`src/rtl/jtdd_video_pkg.sv`:
```
`default_nettype none
// ============================================================================
// Module   : jtdd_video_pkg
// Brief    : Shared types for the Double Dragon video path: graphics ROM
//            client ids, arbiter FSM states and the round-robin pick helper.
// Revision : 1.0 - initial release
// ============================================================================
package jtdd_video_pkg;

  // Graphics ROM clients sharing the single SDRAM slot
  typedef enum logic [1:0] {
    CL_CHAR = 2'd0,
    CL_SCR  = 2'd1,
    CL_OBJ  = 2'd2
  } client_e;

  // Arbiter FSM states
  typedef enum logic [1:0] {
    ST_IDLE      = 2'd0,
    ST_WAIT_ACK  = 2'd1,
    ST_WAIT_DATA = 2'd2
  } state_e;

  // Widest client word address (object ROM)
  localparam int GADDR_W = 19;

  // Round-robin pick over char -> scr -> obj, starting after the last grant.
  // miss[0]=char, miss[1]=scr, miss[2]=obj. Only meaningful when |miss.
  function automatic client_e rr_pick(input logic [2:0] miss, input client_e last);
    client_e pick;
    pick = CL_CHAR;
    case (last)
      CL_CHAR: begin
        if (miss[1])      pick = CL_SCR;
        else if (miss[2]) pick = CL_OBJ;
        else              pick = CL_CHAR;
      end
      CL_SCR: begin
        if (miss[2])      pick = CL_OBJ;
        else if (miss[0]) pick = CL_CHAR;
        else              pick = CL_SCR;
      end
      default: begin
        if (miss[0])      pick = CL_CHAR;
        else if (miss[1]) pick = CL_SCR;
        else              pick = CL_OBJ;
      end
    endcase
    return pick;
  endfunction

endpackage
`default_nettype wire

```
`src/rtl/jtdd_gfx_cache.sv`:
```
`default_nettype none
// ============================================================================
// Module   : jtdd_gfx_cache
// Brief    : One-entry graphics ROM cache for a single client. Holds tag,
//            data and valid bit, flags a miss, and registers ok/data.
// Revision : 1.0 - initial release
// ============================================================================
module jtdd_gfx_cache #(
  parameter int AW = 16
) (
  input  logic          clk,
  input  logic          rst,
  input  logic          cs_i,
  input  logic [AW-1:0] addr_i,
  input  logic          wr_i,
  input  logic [AW-1:0] wr_addr_i,
  input  logic [15:0]   wr_data_i,
  output logic          hit_o,
  output logic          miss_o,
  output logic          ok_o,
  output logic [15:0]   data_o
);

  logic          valid_q;
  logic [AW-1:0] tag_q;
  logic [15:0]   cdata_q;
  logic          ok_q;
  logic [15:0]   dout_q;
  logic          hit;

  // A client that is not selecting never counts as a miss
  assign hit    = cs_i & valid_q & (tag_q == addr_i);
  assign hit_o  = hit;
  assign miss_o = cs_i & ~hit;
  assign ok_o   = ok_q;
  assign data_o = dout_q;

  // Fill the entry on a returned burst; publish ok/data one cycle after a hit
  always_ff @(posedge clk) begin
    if (rst) begin
      valid_q <= 1'b0;
      tag_q   <= '0;
      cdata_q <= '0;
      ok_q    <= 1'b0;
      dout_q  <= '0;
    end else begin
      if (wr_i) begin
        valid_q <= 1'b1;
        tag_q   <= wr_addr_i;
        cdata_q <= wr_data_i;
      end
      ok_q <= hit;
      if (hit) dout_q <= cdata_q;
    end
  end

endmodule
`default_nettype wire

```
`src/rtl/jtdd_gfx_arb.sv`:
```
`default_nettype none
// ============================================================================
// Module   : jtdd_gfx_arb
// Brief    : Graphics ROM arbiter. Char, scroll and object engines share one
//            SDRAM read slot through per-client one-entry caches; misses are
//            granted round-robin with a single outstanding burst.
// Revision : 1.0 - initial release
// ============================================================================
module jtdd_gfx_arb
  import jtdd_video_pkg::*;
#(
  parameter logic [21:0] CHAR_OFFSET = 22'h00000,
  parameter logic [21:0] SCR_OFFSET  = 22'h08000,
  parameter logic [21:0] OBJ_OFFSET  = 22'h18000
) (
  input  logic        clk,
  input  logic        rst,
  input  logic        char_cs,
  input  logic [15:0] char_addr,
  output logic [7:0]  char_data,
  output logic        char_ok,
  input  logic        scr_cs,
  input  logic [16:0] scr_addr,
  output logic [15:0] scr_data,
  output logic        scr_ok,
  input  logic        obj_cs,
  input  logic [18:0] obj_addr,
  output logic [15:0] obj_data,
  output logic        obj_ok,
  output logic        sdram_req,
  output logic [21:0] sdram_addr,
  input  logic        sdram_ack,
  input  logic        sdram_rdy,
  input  logic [15:0] sdram_din
);

  state_e              state_q;
  client_e             gid_q;
  client_e             last_q;
  logic [GADDR_W-1:0]  gaddr_q;
  logic                req_q;
  logic [21:0]         addr_q;
  logic                csel_q;

  logic [2:0]          miss;
  logic                char_hit, scr_hit, obj_hit;
  logic [15:0]         char_word;
  client_e             pick_d;
  logic [GADDR_W-1:0]  pick_addr_d;
  logic [21:0]         pick_sdram_d;
  logic                wr_fire;

  // Data lands either in WAIT_DATA or together with the ack in WAIT_ACK
  assign wr_fire = ((state_q == ST_WAIT_ACK) & sdram_ack & sdram_rdy) |
                   ((state_q == ST_WAIT_DATA) & sdram_rdy);

  jtdd_gfx_cache #(.AW(15)) u_char (
    .clk       (clk),
    .rst       (rst),
    .cs_i      (char_cs),
    .addr_i    (char_addr[15:1]),
    .wr_i      (wr_fire & (gid_q == CL_CHAR)),
    .wr_addr_i (gaddr_q[14:0]),
    .wr_data_i (sdram_din),
    .hit_o     (char_hit),
    .miss_o    (miss[0]),
    .ok_o      (char_ok),
    .data_o    (char_word)
  );

  jtdd_gfx_cache #(.AW(17)) u_scr (
    .clk       (clk),
    .rst       (rst),
    .cs_i      (scr_cs),
    .addr_i    (scr_addr),
    .wr_i      (wr_fire & (gid_q == CL_SCR)),
    .wr_addr_i (gaddr_q[16:0]),
    .wr_data_i (sdram_din),
    .hit_o     (scr_hit),
    .miss_o    (miss[1]),
    .ok_o      (scr_ok),
    .data_o    (scr_data)
  );

  jtdd_gfx_cache #(.AW(19)) u_obj (
    .clk       (clk),
    .rst       (rst),
    .cs_i      (obj_cs),
    .addr_i    (obj_addr),
    .wr_i      (wr_fire & (gid_q == CL_OBJ)),
    .wr_addr_i (gaddr_q),
    .wr_data_i (sdram_din),
    .hit_o     (obj_hit),
    .miss_o    (miss[2]),
    .ok_o      (obj_ok),
    .data_o    (obj_data)
  );

  // Byte lane follows the char address that produced the registered word
  always_ff @(posedge clk) begin
    if (rst) csel_q <= 1'b0;
    else if (char_hit) csel_q <= char_addr[0];
  end

  assign char_data = csel_q ? char_word[15:8] : char_word[7:0];

  // Round-robin winner and its word/SDRAM address; the offset sum wraps at 22 bits
  always_comb begin
    pick_d       = rr_pick(miss, last_q);
    pick_addr_d  = '0;
    pick_sdram_d = '0;
    case (pick_d)
      CL_CHAR: begin
        pick_addr_d  = {4'b0, char_addr[15:1]};
        pick_sdram_d = CHAR_OFFSET + {7'b0, char_addr[15:1]};
      end
      CL_SCR: begin
        pick_addr_d  = {2'b0, scr_addr};
        pick_sdram_d = SCR_OFFSET + {5'b0, scr_addr};
      end
      default: begin
        pick_addr_d  = obj_addr;
        pick_sdram_d = OBJ_OFFSET + {3'b0, obj_addr};
      end
    endcase
  end

  // Arbiter FSM: one burst at a time, registered request and address
  always_ff @(posedge clk) begin
    if (rst) begin
      state_q <= ST_IDLE;
      gid_q   <= CL_CHAR;
      last_q  <= CL_OBJ;
      gaddr_q <= '0;
      req_q   <= 1'b0;
      addr_q  <= '0;
    end else begin
      case (state_q)
        ST_IDLE: begin
          if (|miss) begin
            gid_q   <= pick_d;
            gaddr_q <= pick_addr_d;
            req_q   <= 1'b1;
            addr_q  <= pick_sdram_d;
            state_q <= ST_WAIT_ACK;
          end
        end
        ST_WAIT_ACK: begin
          if (sdram_ack) begin
            req_q <= 1'b0;
            if (sdram_rdy) begin
              last_q  <= gid_q;
              state_q <= ST_IDLE;
            end else begin
              state_q <= ST_WAIT_DATA;
            end
          end
        end
        ST_WAIT_DATA: begin
          if (sdram_rdy) begin
            last_q  <= gid_q;
            state_q <= ST_IDLE;
          end
        end
        default: state_q <= ST_IDLE;
      endcase
    end
  end

  assign sdram_req  = req_q;
  assign sdram_addr = addr_q;

endmodule
`default_nettype wire

```
`config.mk`:
```
export PLATFORM = sky130hd
export DESIGN_NAME = jtdd_gfx_arb
export DESIGN_NICKNAME = d
export VERILOG_FILES = /design/src/rtl/jtdd_video_pkg.sv /design/src/rtl/jtdd_gfx_cache.sv /design/src/rtl/jtdd_gfx_arb.sv
export SDC_FILE = /design/constraint.sdc
export NUM_CORES = 1
export LEC_CHECK = 0
export ABC_AREA = 1
export BUFFER_PORTS_ARGS = -buffer_cell sky130_fd_sc_hd__buf_2
export CAP_MARGIN = 20
export CORE_MARGIN = 2
export CORE_UTILIZATION = 45
export CTS_BUF_LIST = sky130_fd_sc_hd__clkbuf_8
export DETAILED_ROUTE_END_ITERATION = 10
export GPL_TIMING_DRIVEN = 0
export MAX_ROUTING_LAYER = met4
export PLACE_DENSITY_LB_ADDON = 0.08
export SYNTH_ARGS = -nofsm -noshare
export SYNTH_HDL_FRONTEND = slang
export SYNTH_HIERARCHICAL = 1
export SYNTH_SLANG_ARGS = --single-unit
```
`constraint.sdc`:
```
create_clock -name clk -period 4.05 [get_ports clk]
set_clock_uncertainty 0.05 [all_clocks]
set_input_delay 0.6075 -clock clk [delete_from_list [all_inputs] [get_ports clk]]
set_output_delay 0.6075 -clock clk [all_outputs]
set_load 0.005 [all_outputs]
```
==> impl_metrics.csv <==
group,metric,value,unit
die,die_h,147,um
sta,fin_tns_setup,0,ns
die,coreArea,20100,um2
cells_and_area,fin_util,52.6,%
global_route,grt_pass1_wl,42500,um
sta,max_freq,367,MHz
cells_and_area,seq_area,3700,um2
worst_hold_path,hold_path.class,"input port to register",
placed_design,port-buffer-count,138,
die,initial_core_util,45.5,%
detailed_routing,routed.top_layer,"met4",
sta,finalSetupViolCount,0,
power,p_leak,5.00,nW
clock_tree,clkSlewWorstSetupHoldPaths,0.10,ns
detailed_routing,met2_length,12800,um
yosys,synth_area,9150,um2
die,fp.dieArea,21500,um2
cells_and_area,nets,1597,
power,p_per_area,357,nW/um2
die,die_x,147,um
cells_and_area,area_growth,15.7,%
sta,fin_crit,2.72,ns
detailed_routing,drt_wl_total,27200,um
yosys,postSynthCellCount,1362,
clock_tree,post_cts_resized,0,
placed_design,place_area,10200,um2
clock_tree,root_buffer,"clkbuf_8",
run,cap_violations,0,
setup_path,setup.worst_path.start_class,"register",
global_route,grt_pass1_vias,8103,
sta,rsz0062_at_grt,"no",
yosys,synth_area_per_cell,6.71,um2
cells_and_area,drive_gt1_share,18.0,%
clock_tree,holdBufCountCts,0,
clock_tree,postCtsSetupBuffers,0,
setup_path,path_class,"register to register",
setup_path,worstPathRequired,4.34,ns
detailed_routing,drtIter0Drc,467,
detailed_routing,met3_length,1300,um
die,rows,52,
cells_and_area,num-fill-cells,2096,
power,ir_drop,0.185,mV
sta,hold_viol_final,0,
detailed_routing,wl_per_cell,15.1,um
clock_tree,cts_sinks,185,
global_route,grt_max_degree,20,
die,ios,141,
cells_and_area,final_cell_mix,"nand2_1, inv_1, dfxtp_1",
cells_and_area,stdcell_area,10600,um2
sta,drv_slew,0,
detailed_routing,vias_per_cell,4.89,
clock_tree,clock_path_buffers,2,
placed_design,post-dp-hpwl,21500,um
detailed_routing,vias,8812,
global_route,track_usage,26.2,%
cells_and_area,final_common_cell,"nand2_1",
sta,slew_headroom,60.5,%
detailed_routing,drcViolationCount,0,
clock_tree,htreeDepth,4,
sta,tightestPinTransition,0.593,ns
outcome,status,"complete, no violations",
setup_path,path_max_fanout,10,
sta,fin_crit_sh,67.2,%
detailed_routing,m1WireLength,12500,um
cells_and_area,multi_input_area,4120,um2
placed_design,gp_congestion,0.994,
setup_path,arrival,3.01,ns
clock_tree,insertion_delay,0.47,ns
clock_tree,cts_buffers,17,
cells_and_area,antenna_cells,0,
setup_path,worst_setup_path_end_kind,"register",
clock_tree,cts_tree,"built",
detailed_routing,final_antenna_net_count,0,
power,power,0.00378,W
global_route,antenna_found_initial,0,
global_route,grt_overflow,0,
sta,layout_setup_ws,1.33,ns
detailed_routing,first_pass_iters,5,
placed_design,place_ws,1.07,ns
yosys,yosysWarnings,6,
[final cells by class]
type	count	area share, %
Multi-Input combinational cell	875	38.9
Buffer	80	4.66
Clock inverter	15	1.63
Timing Repair Buffer	138	6.53
Tap cell	270	3.19
Clock buffer	17	2.21
Sequential cell	185	35.0
Inverter	223	7.91
[worst paths after layout]
kind	startpoint	endpoint	slack [ns]	depth (start not counted)
worst min register to register	u_scr/cdata_q[15]$_SDFFE_PP0P_	u_scr/cdata_q[15]$_SDFFE_PP0P_	0.41	2
worst max-delay path	state_q[0]$_SDFFE_PP0P_	u_scr/tag_q[10]$_SDFFE_PP0P_	1.33	12
worst min-delay path	sdram_rdy	state_q[1]$_SDFFE_PP0P_	0.26	2
worst max register to register	state_q[0]$_SDFFE_PP0P_	u_scr/tag_q[10]$_SDFFE_PP0P_	1.33	12
[critical path, cell delays in order (launching register included)]
cell	delay, ns
dfxtp_1	0.35
inv_1	0.05
nor2_1	0.11
nand2_1	0.08
nand2_1	0.06
inv_1	0.04
nor2_1	0.19
nand2_1	0.10
nor2_1	0.46
clkinv_1	0.41
clkbuf_1	0.32
o21ai_0	0.29
a21oi_1	0.07
[flip-flops by register name, indices dropped and copies added (netlist names), 5 cells and up]
| signal | cells |
|---|---|
| gaddr_q | 19 |
| u_obj/tag_q | 19 |
| u_scr/tag_q | 17 |
| u_char/cdata_q | 16 |
| u_char/data_o | 16 |
| u_obj/cdata_q | 16 |
| u_obj/data_o | 16 |
| u_scr/cdata_q | 16 |
| u_scr/data_o | 16 |
| u_char/tag_q | 15 |
| sdram_addr | 5 |
[stage by stage]
| step | instances | hold slack, ns |
|---|---|---|
| 5_1_grt | 1803 | 0.237 |
| 6_report | 1803 | 0.255 |
| 3_3_place_gp | 1771 | 0.395 |
| 2_1_floorplan | 1363 | 0.379 |
| 4_1_cts | 1803 | 0.222 |
| 3_5_place_dp | 1771 | 0.400 |
[report_power, final]
group	switching (W)	internal, W
sequential	0.0000638	0.00188
clock	0.000778	0.000523
combinational	0.000333	0.000200
total	0.00117	0.00260
[per-layer routing]
layer	vias to the layer above	track usage, %
met5	-	-
met4	0	7.96
met3	35	3.28
met2	225	42.8
met1	4004	34.2
li1	4548	-
Note: power is estimated with default switching activity, not from simulation.
